===== config.mk =====
export PLATFORM = sky130hd
export DESIGN_NAME = pipe_ctrl_flat
export DESIGN_NICKNAME = d
export VERILOG_FILES = /design/src/rtl/pipe_ctrl_if.sv /design/src/rtl/pipe_ctrl.sv /design/src/flat_wrapper.sv
export SDC_FILE = /design/constraint.sdc
export NUM_CORES = 1
export LEC_CHECK = 0
export BUFFER_PORTS_ARGS = -buffer_cell sky130_fd_sc_hd__buf_2
export CORE_MARGIN = 2
export CORE_UTILIZATION = 52
export CTS_CLUSTER_DIAMETER = 120
export DETAILED_ROUTE_END_ITERATION = 10
export PLACE_DENSITY = 0.89
export SLEW_MARGIN = 15
export SYNTH_ARGS = -nofsm -noshare
export SYNTH_HDL_FRONTEND = slang
export SYNTH_SLANG_ARGS = --single-unit

===== constraint.sdc =====
create_clock -name clk -period 3.25 [get_ports clk]
set_input_delay 0.65 -clock clk [delete_from_list [all_inputs] [get_ports clk]]
set_output_delay 0.65 -clock clk [all_outputs]
set_load 0.02 [all_outputs]

===== src/rtl/pipe_ctrl_if.sv =====
// Bundle between the pipeline stages and the central pipeline controller.
// Transfer rules: there is no ready signal anywhere. branch_flag is a
// single-cycle valid that qualifies branch_target in that cycle only.
// new_pc_valid is a single-cycle valid that qualifies new_pc, and the PC
// register must load it in that same cycle. The stall request inputs and
// the stall vector are level signals that are re-evaluated every cycle.
interface pipe_ctrl_if #(
  parameter int ADDR_W = 32,
  parameter int CNT_W  = 32
);
  // Requests coming from the pipeline stages
  logic              stallreq_if;
  logic              stallreq_id;
  logic              stallreq_ex;
  logic              stallreq_mem;
  logic              branch_flag;
  logic [ADDR_W-1:0] branch_target;
  logic              cnt_clr;

  // Controls going back to the pipeline
  logic [5:0]        stall;
  logic              flush;
  logic              new_pc_valid;
  logic [ADDR_W-1:0] new_pc;
  logic              redir_pending;
  logic              err_sticky;
  logic [CNT_W-1:0]  stall_cnt;
  logic [CNT_W-1:0]  flush_cnt;

  // Pipeline side: raises requests, consumes the controls
  modport master (
    output stallreq_if, stallreq_id, stallreq_ex, stallreq_mem,
    output branch_flag, branch_target, cnt_clr,
    input  stall, flush, new_pc_valid, new_pc, redir_pending,
    input  err_sticky, stall_cnt, flush_cnt
  );

  // Controller side
  modport slave (
    input  stallreq_if, stallreq_id, stallreq_ex, stallreq_mem,
    input  branch_flag, branch_target, cnt_clr,
    output stall, flush, new_pc_valid, new_pc, redir_pending,
    output err_sticky, stall_cnt, flush_cnt
  );
endinterface


===== src/rtl/pipe_ctrl.sv =====
// Central controller of the 5-stage pipeline: merges stall requests into the
// register-enable vector, sequences EX-resolved redirects (flush + PC reload),
// parks a redirect while EX/MEM is frozen, and counts stall/flush cycles.
module pipe_ctrl #(
  parameter int ADDR_W = 32,
  parameter int CNT_W  = 32
) (
  input  logic        clk,
  input  logic        rst,
  pipe_ctrl_if.slave  bus
);

  typedef enum logic {
    RUN  = 1'b0,
    PEND = 1'b1
  } state_t;

  localparam logic [CNT_W-1:0] CNT_ONE = {{(CNT_W-1){1'b0}}, 1'b1};

  state_t            state_q, state_d;
  logic [ADDR_W-1:0] tgt_q, tgt_d;
  logic              err_q, err_d;
  logic [CNT_W-1:0]  stall_cnt_q, stall_cnt_d;
  logic [CNT_W-1:0]  flush_cnt_q, flush_cnt_d;

  logic [5:0]        stall_raw;
  logic [5:0]        stall_fin;
  logic              frozen;
  logic              apply;
  logic [ADDR_W-1:0] apply_pc;

  // Raw stall vector: the oldest requesting stage holds itself and everything younger
  always_comb begin
    stall_raw = 6'b000000;
    if (bus.stallreq_mem)      stall_raw = 6'b011111;
    else if (bus.stallreq_ex)  stall_raw = 6'b001111;
    else if (bus.stallreq_id)  stall_raw = 6'b000111;
    else if (bus.stallreq_if)  stall_raw = 6'b000011;
  end

  // A stall at EX or MEM means the EX/MEM boundary cannot advance this cycle
  assign frozen = bus.stallreq_mem | bus.stallreq_ex;

  // Redirect FSM: decides whether a redirect is applied now or parked
  always_comb begin
    state_d  = state_q;
    tgt_d    = tgt_q;
    err_d    = err_q;
    apply    = 1'b0;
    apply_pc = bus.branch_target;
    unique case (state_q)
      RUN: begin
        if (bus.branch_flag) begin
          if (!frozen) begin
            apply    = 1'b1;
            apply_pc = bus.branch_target;
          end else begin
            tgt_d   = bus.branch_target;
            state_d = PEND;
          end
        end
      end
      PEND: begin
        // A second branch while one is parked is a protocol error; the
        // parked target is kept and the new one is dropped.
        if (bus.branch_flag) err_d = 1'b1;
        if (!frozen) begin
          apply    = 1'b1;
          apply_pc = tgt_q;
          state_d  = RUN;
        end
      end
      default: state_d = RUN;
    endcase
  end

  // Final stall vector: a redirect flushes IF/ID, so their holds are dropped
  always_comb begin
    stall_fin = stall_raw;
    if (apply) stall_fin[2:0] = 3'b000;
  end

  // Saturating counter next values; clear wins over increment
  always_comb begin
    stall_cnt_d = stall_cnt_q;
    flush_cnt_d = flush_cnt_q;
    if (bus.cnt_clr) begin
      stall_cnt_d = '0;
      flush_cnt_d = '0;
    end else begin
      if ((stall_fin != 6'b000000) && (stall_cnt_q != '1))
        stall_cnt_d = stall_cnt_q + CNT_ONE;
      if (apply && (flush_cnt_q != '1))
        flush_cnt_d = flush_cnt_q + CNT_ONE;
    end
  end

  // State, parked target, error flag and counters; reset discards any parked redirect
  always_ff @(posedge clk) begin
    if (rst) begin
      state_q     <= RUN;
      tgt_q       <= '0;
      err_q       <= 1'b0;
      stall_cnt_q <= '0;
      flush_cnt_q <= '0;
    end else begin
      state_q     <= state_d;
      tgt_q       <= tgt_d;
      err_q       <= err_d;
      stall_cnt_q <= stall_cnt_d;
      flush_cnt_q <= flush_cnt_d;
    end
  end

  // Controls are forced quiet while reset is asserted
  assign bus.stall         = rst ? 6'b000000 : stall_fin;
  assign bus.flush         = apply & ~rst;
  assign bus.new_pc_valid  = apply & ~rst;
  assign bus.new_pc        = (apply && !rst) ? apply_pc : '0;
  assign bus.redir_pending = (state_q == PEND) & ~rst;
  assign bus.err_sticky    = err_q;
  assign bus.stall_cnt     = stall_cnt_q;
  assign bus.flush_cnt     = flush_cnt_q;

endmodule


===== src/flat_wrapper.sv =====
// flat-port wrapper written by rule: the top's interface ports become plain ports
module pipe_ctrl_flat 
#(
  parameter int ADDR_W = 32,
  parameter int CNT_W  = 32
)
  (clk, rst, bus_stallreq_if, bus_stallreq_id, bus_stallreq_ex, bus_stallreq_mem, bus_branch_flag, bus_branch_target, bus_cnt_clr, bus_stall, bus_flush, bus_new_pc_valid, bus_new_pc, bus_redir_pending, bus_err_sticky, bus_stall_cnt, bus_flush_cnt);
  pipe_ctrl_if #(.ADDR_W(ADDR_W), .CNT_W(CNT_W)) bus_i ();
  input  logic clk;
  input  logic rst;
  input wire logic [$bits(bus_i.stallreq_if)-1:0] bus_stallreq_if;
  input wire logic [$bits(bus_i.stallreq_id)-1:0] bus_stallreq_id;
  input wire logic [$bits(bus_i.stallreq_ex)-1:0] bus_stallreq_ex;
  input wire logic [$bits(bus_i.stallreq_mem)-1:0] bus_stallreq_mem;
  input wire logic [$bits(bus_i.branch_flag)-1:0] bus_branch_flag;
  input wire logic [$bits(bus_i.branch_target)-1:0] bus_branch_target;
  input wire logic [$bits(bus_i.cnt_clr)-1:0] bus_cnt_clr;
  output wire logic [$bits(bus_i.stall)-1:0] bus_stall;
  output wire logic [$bits(bus_i.flush)-1:0] bus_flush;
  output wire logic [$bits(bus_i.new_pc_valid)-1:0] bus_new_pc_valid;
  output wire logic [$bits(bus_i.new_pc)-1:0] bus_new_pc;
  output wire logic [$bits(bus_i.redir_pending)-1:0] bus_redir_pending;
  output wire logic [$bits(bus_i.err_sticky)-1:0] bus_err_sticky;
  output wire logic [$bits(bus_i.stall_cnt)-1:0] bus_stall_cnt;
  output wire logic [$bits(bus_i.flush_cnt)-1:0] bus_flush_cnt;
  assign bus_i.stallreq_if = bus_stallreq_if;
  assign bus_i.stallreq_id = bus_stallreq_id;
  assign bus_i.stallreq_ex = bus_stallreq_ex;
  assign bus_i.stallreq_mem = bus_stallreq_mem;
  assign bus_i.branch_flag = bus_branch_flag;
  assign bus_i.branch_target = bus_branch_target;
  assign bus_i.cnt_clr = bus_cnt_clr;
  assign bus_stall = bus_i.stall;
  assign bus_flush = bus_i.flush;
  assign bus_new_pc_valid = bus_i.new_pc_valid;
  assign bus_new_pc = bus_i.new_pc;
  assign bus_redir_pending = bus_i.redir_pending;
  assign bus_err_sticky = bus_i.err_sticky;
  assign bus_stall_cnt = bus_i.stall_cnt;
  assign bus_flush_cnt = bus_i.flush_cnt;
  pipe_ctrl #(.ADDR_W(ADDR_W), .CNT_W(CNT_W)) u_core (.clk(clk), .rst(rst), .bus(bus_i));
endmodule

==> metrics.cfg, run 1 <==
[status]
status=finished clean

[timing]
finalMaxSlewViolations=0
grt_setup_unrepaired=false
tightest_slew_ns=0.889
worst_slew_margin_rel_pct=40.8
clock.fmax_mhz=356
finClkSkew_ns=0.0106
fin_setup_tns_ns=0
setup_viol=0
worst_slack_ns=0.440
min_period_ns=2.81
hold_viol=0
min_period_over_period_pct=86.4

[finish]
layout_commonest_cell=nand2_1
n_antenna_cell=0
drive_above_1_share_pct=23.0
mostFrequentLayoutCells=nand2_1, buf_2, a21oi_1, dfxtp_1, nor2_1
layout-area-overhead-vs-synth_pct=19.8
fill_cells=803
nNetsFinal=848
multiInputGateArea_um2=2840
layout.area.seq_um2=1960

[cts]
cts-root-buf=clkbuf_8
cts_tree=yes
cts.sinks=98
cts_buffers=9
cts_setup_buffers=0
postCtsHoldBufs=0
cts_resized=0
clk_path_buf_depth=2
h-tree-depth=3
clk_pin_slew_ns=0.09
clk_latency_ns=0.35

[power]
total_power_mw=2.30
p_leak_nw=2.57
vdd_drop_max_uv=250
power.density_nw_per_um2=381

[global_route]
grt_pass1_vias=5018
grt_pass1_wl_um=22500
grt_start_max_net_pins=49
grt_overflow=0
track_usage_pct=26.0
antenna_found_initial=0

[placement]
dpl.hpwl_um=10200
io_buffer_count=144
dp_slack_ns=0.340
place_congestion=0.915

[worst_hold_path]
hp-class=reg -> reg

[route]
first_pass_iters=5
drt_iter0_drc=334
vias=5543
ant_nets=0
drt-total-wl_um=14100
drcViolationCount=0
avgViaCountPerCell=5.90
wl_per_cell_um=15.0

[setup_path]
cp-end-kind=output pin
slowest_delay_ns=0.43
arrival_ns=2.16
cp_cell_sequence=buf_2 > nor2_1 > and2_0 > buf_4 > nand2_1 > a21oi_1 > buf_2
crit_fanout=32
path_class=in -> out
cp_slowest_cell=nor2_1
cp_common_cell=buf_2
cp-start-kind=input port
cp.required_ns=2.60

[logic_synthesis]
synth_warnings=0
ys.flop_type=dfxtp_1
synth_edf_count=0
synth_area_um2=5030
seq_area_frac_synth_pct=39.0
postSynth.asyncResetShare_pct=0
synth-seq-cells=98
synth_nets=725
synth_cells=683
syn_avg_cell_area_um2=7.37
ys_types=55

[floorplan]
die_x_um=102
fp-row-count=35
die_area_um2=10500
dieHeight_um=102
core_um2=9330
io_pins=146
start_util_pct=53.9

[job]
drv_cap=0

==> sequential cells by signal (all words and copies together) (netlist names) <==
| register | flops |
|---|---|
| u_core.state_q | 1 |
| u_core.tgt_q | 32 |
| u_core.bus.stall_cnt | 32 |
| u_core.bus.flush_cnt | 32 |
| u_core.bus.err_sticky | 1 |
==> power breakdown <==
part | switching, mW | internal (mW)
logic | 0.145 | 0.0706
registers | 0.0157 | 1.23
clock network | 0.414 | 0.426
==> through the flow <==
stage                     cell area [µm²]  hold slack, ns  util, %  instances
final                                6030           0.462     64.6        939
after global routing                 6030           0.477     64.6        939
after CTS                            6030           0.465     64.6        939
after detailed placement             5820           0.451     62.4        924
after global placement               5820           0.442     62.4        924
after floorplan                      5030           0.437        -        683
==> routing by layer <==
metal	wire (µm)	GRT usage (%)
met1	5880	31.8
met5	0	0
met3	983	4.79
met2	6880	45.2
met4	309	10.6
==> worst max-delay path, delay by kind of cell <==
kind	cells	cell delay (ns)
simple gates	3	0.72
buf+inv	3	0.63
compound gates	1	0.16
==> synthesized netlist by cell type, types with 2 or more instances <==
cell,instances,area share (%)
buf_2,2,0.20
and4_1,6,1.0
nor4_1,9,1.1
ha_1,2,0.50
and2_1,5,0.62
o31ai_1,13,1.9
xor2_1,4,0.70
a31oi_1,9,1.1
inv_1,5,0.37
or3_1,26,3.2
buf_4,4,0.60
dfxtp_1,98,39
a211oi_1,3,0.45
a2111oi_0,2,0.35
nor2b_1,2,0.25
o41ai_1,2,0.35
o21ai_0,17,1.7
nand3_1,22,2.2
a31o_2,3,0.52
o311ai_0,2,0.35
clkbuf_1,36,2.7
xnor2_1,8,1.4
nor2_1,35,2.6
a21oi_1,102,10
or4_4,2,0.45
and3_1,11,1.4
nand2_1,178,13
o2111ai_1,2,0.35
a41o_1,9,1.8
nor3_1,7,0.70
mux2i_1,5,0.99
or4_1,12,1.8
nand4_1,18,2.2
==> cell type report <==
| class | instances | area share (%) |
|---|---|---|
| inverter | 5 | 0.311 |
| multi-input combinational | 534 | 47.1 |
| clock buffer | 9 | 2.05 |
| sequential | 98 | 32.5 |
| tap | 129 | 2.68 |
| clock inverter | 6 | 1.37 |
| timing repair buffer | 158 | 13.9 |
==> path summary, 6_finish.rpt <==
| check | start | endpoint | slack, ns | cells past startpoint |
|---|---|---|---|---|
| setup / recovery | bus_stallreq_mem | bus_new_pc[5] | 0.44 | 7 |
| hold / removal | u_core.tgt_q[17]$_SDFFE_PP0P_ | u_core.tgt_q[17]$_SDFFE_PP0P_ | 0.46 | 2 |
| setup reg to reg | u_core.bus.stall_cnt[0]$_SDFFE_PP0P_ | u_core.bus.stall_cnt[30]$_SDFFE_PP0P_ | 0.63 | 6 |
| hold reg to reg | u_core.tgt_q[17]$_SDFFE_PP0P_ | u_core.tgt_q[17]$_SDFFE_PP0P_ | 0.46 | 2 |
==> cell families (layout without fill, tap and decap cells) <==
family / count (synthesis) / count (layout) / synth area share [%]
AOI/OAI and AO/OA: 170 / 170 / 19.9
xor gates and xnor gates: 12 / 12 / 2.09
and+or+nand+nor: 344 / 344 / 32.8
other: 1 / 1 / 0.0745
buffers and inverters: 51 / 178 / 4.60
muxes: 5 / 5 / 0.995
adders and majority gates: 2 / 2 / 0.497
DFF: 98 / 98 / 39.0
Note: power is estimated with default switching activity, not from simulation.
==> run 2, diff against run 1 <==
--- a/config.mk
+++ b/config.mk
@@ -8,9 +8,10 @@
 export BUFFER_PORTS_ARGS = -buffer_cell sky130_fd_sc_hd__buf_2
 export CORE_MARGIN = 2
 export CORE_UTILIZATION = 52
-export CTS_CLUSTER_DIAMETER = 120
+export CTS_CLUSTER_DIAMETER = 40
 export DETAILED_ROUTE_END_ITERATION = 10
 export PLACE_DENSITY = 0.89
+export SETUP_SLACK_MARGIN = 0.5
 export SLEW_MARGIN = 15
 export SYNTH_ARGS = -nofsm -noshare
 export SYNTH_HDL_FRONTEND = slang
==> run 2 against run 1 <==
Against the previous run:
- global-route usage did not move
- final area is 0.27% higher
- first-iteration DRC count increased by 5.7%
- largest cell class unchanged
- critical endpoint unchanged
==> metrics.cfg, run 2 (same netlist as run 1, synthesis figures left out) <==
[worst_hold_path]
hold_start=u_core.tgt_q[17]$_SDFFE_PP0P_
hp-class=reg -> reg
worstHoldEndpoint=u_core.tgt_q[17]$_SDFFE_PP0P_
min_path_cells=2

[global_route]
grt_start_max_net_pins=49
grt_overflow=0
grt_pass1_wl_um=22500
antenna_found_initial=0
grt_pass1_vias=5018
track_usage_pct=26.0

[cts]
h-tree-depth=3
cts_buffers=9
cts_setup_buffers=0
clk_latency_ns=0.35
clk_pin_slew_ns=0.09
cts.sinks=98
clk_path_buf_depth=2
cts-root-buf=clkbuf_8
cts_tree=yes
postCtsHoldBufs=0

[timing]
finalMaxSlewViolations=0
worst_slack_ns=0.624
tightest_slew_ns=0.888
finClkSkew_ns=0.00997
worst_slew_margin_rel_pct=40.8
min_period_ns=2.63
min_period_over_period_pct=80.8
clock.fmax_mhz=381
fin_setup_tns_ns=0
grt_setup_unrepaired=false
setup_viol=0
hold_viol=0

[setup_path]
r2r_slack_ns=0.63
r2r-start=u_core.bus.stall_cnt[0]$_SDFFE_PP0P_
cp-end-kind=output pin
crit_fanout=32
ff2ff_path_depth=6
r2r-end=u_core.bus.stall_cnt[30]$_SDFFE_PP0P_
arrival_ns=1.98
cp.required_ns=2.60
cp-start-kind=input port
path_class=in -> out

[route]
first_pass_iters=5
drt_iter0_drc=353
ant_nets=0
vias=5521
drcViolationCount=0
avgViaCountPerCell=5.88
drt-total-wl_um=14000
wl_per_cell_um=14.9

[placement]
dp_slack_ns=0.340
place_congestion=0.915
dpl.hpwl_um=10200
io_buffer_count=144

[finish]
nNetsFinal=848
layout_commonest_cell=nand2_1
n_antenna_cell=0
layout-area-overhead-vs-synth_pct=20.2
mostFrequentLayoutCells=nand2_1, buf_2, a21oi_1, dfxtp_1, nor2_1
drive_above_1_share_pct=23.3

[floorplan]
start_util_pct=53.9
fp-row-count=35
io_pins=146
core_um2=9330
die_x_um=102
die_area_um2=10500
dieHeight_um=102

[status]
status=finished clean

[power]
power.density_nw_per_um2=380
vdd_drop_max_uv=250
p_leak_nw=2.57

[job]
drv_cap=0

==> run 2: per-layer routing <==
layer	global-route usage (%)	vias up	share of wire, %
met5	0	-	0
met4	10.6	0	2.3
met3	4.79	37	6.9
met2	45.2	234	49
met1	31.8	2566	41
li1	-	2684	-
==> run 2: where the power goes <==
group	switching (mW)	leakage [nW]	total [mW]	internal [mW]
clock network	0.414	0.105	0.840	0.426
logic	0.146	1.67	0.217	0.0715
registers	0.0157	0.795	1.24	1.23
total	0.575	2.57	2.30	1.72
==> run 2: stage by stage <==
step / area, µm² / util [%] / cells / hold slack, ns / power, mW
2_1_floorplan: 5030 / - / 683 / 0.437 / 1.41
6_report: 6050 / 64.8 / 939 / 0.462 / 2.30
5_1_grt: 6050 / 64.8 / 939 / 0.477 / 2.38
4_1_cts: 6030 / 64.7 / 939 / 0.465 / 2.31
3_3_place_gp: 5820 / 62.4 / 924 / 0.442 / 1.47
3_5_place_dp: 5820 / 62.4 / 924 / 0.451 / 1.48
==> run 2: worst max-delay path by stage <==
| stage | start | end | slack, ns | cells past startpoint |
|---|---|---|---|---|
| floorplan | bus_stallreq_mem | bus_new_pc[10] | 0.64 | 6 |
| CTS | u_core.state_q$_SDFF_PP0_ | bus_new_pc[5] | 0.59 | 6 |
| detailed placement | bus_stallreq_mem | u_core.bus.flush_cnt[31]$_SDFFE_PP0P_ | 0.34 | 6 |
| finish | bus_stallreq_mem | bus_new_pc[5] | 0.62 | 7 |
| global placement | bus_stallreq_mem | u_core.bus.flush_cnt[31]$_SDFFE_PP0P_ | 0.50 | 6 |
| global route | u_core.bus.stall_cnt[0]$_SDFFE_PP0P_ | u_core.bus.stall_cnt[28]$_SDFFE_PP0P_ | 0.52 | 6 |
==> run 2: cell type report <==
type / count / area (µm²)
tap: 129 / 161
fill: 799 / 3280
inverter: 5 / 18.8
timing repair buffer: 158 / 842
clock buffer: 9 / 124
clock inverter: 6 / 82.6
sequential: 98 / 1960
multi-input combinational: 534 / 2850
==> run 2: timing repair <==
action                                  in CTS  in global routing
endpoints found under the setup margin      20                 23
endpoints found under the hold margin        0                  0
resized for setup                            2                  3
gates cloned                                 0                  0
pin swaps                                    0                  0
==> run 2: worst max-delay path, cell delays in order <==
cell,delay (ns)
buf_2,0.14
nor2_2,0.30
and2_0,0.20
buf_6,0.24
nand2_1,0.08
a21oi_1,0.16
buf_2,0.19
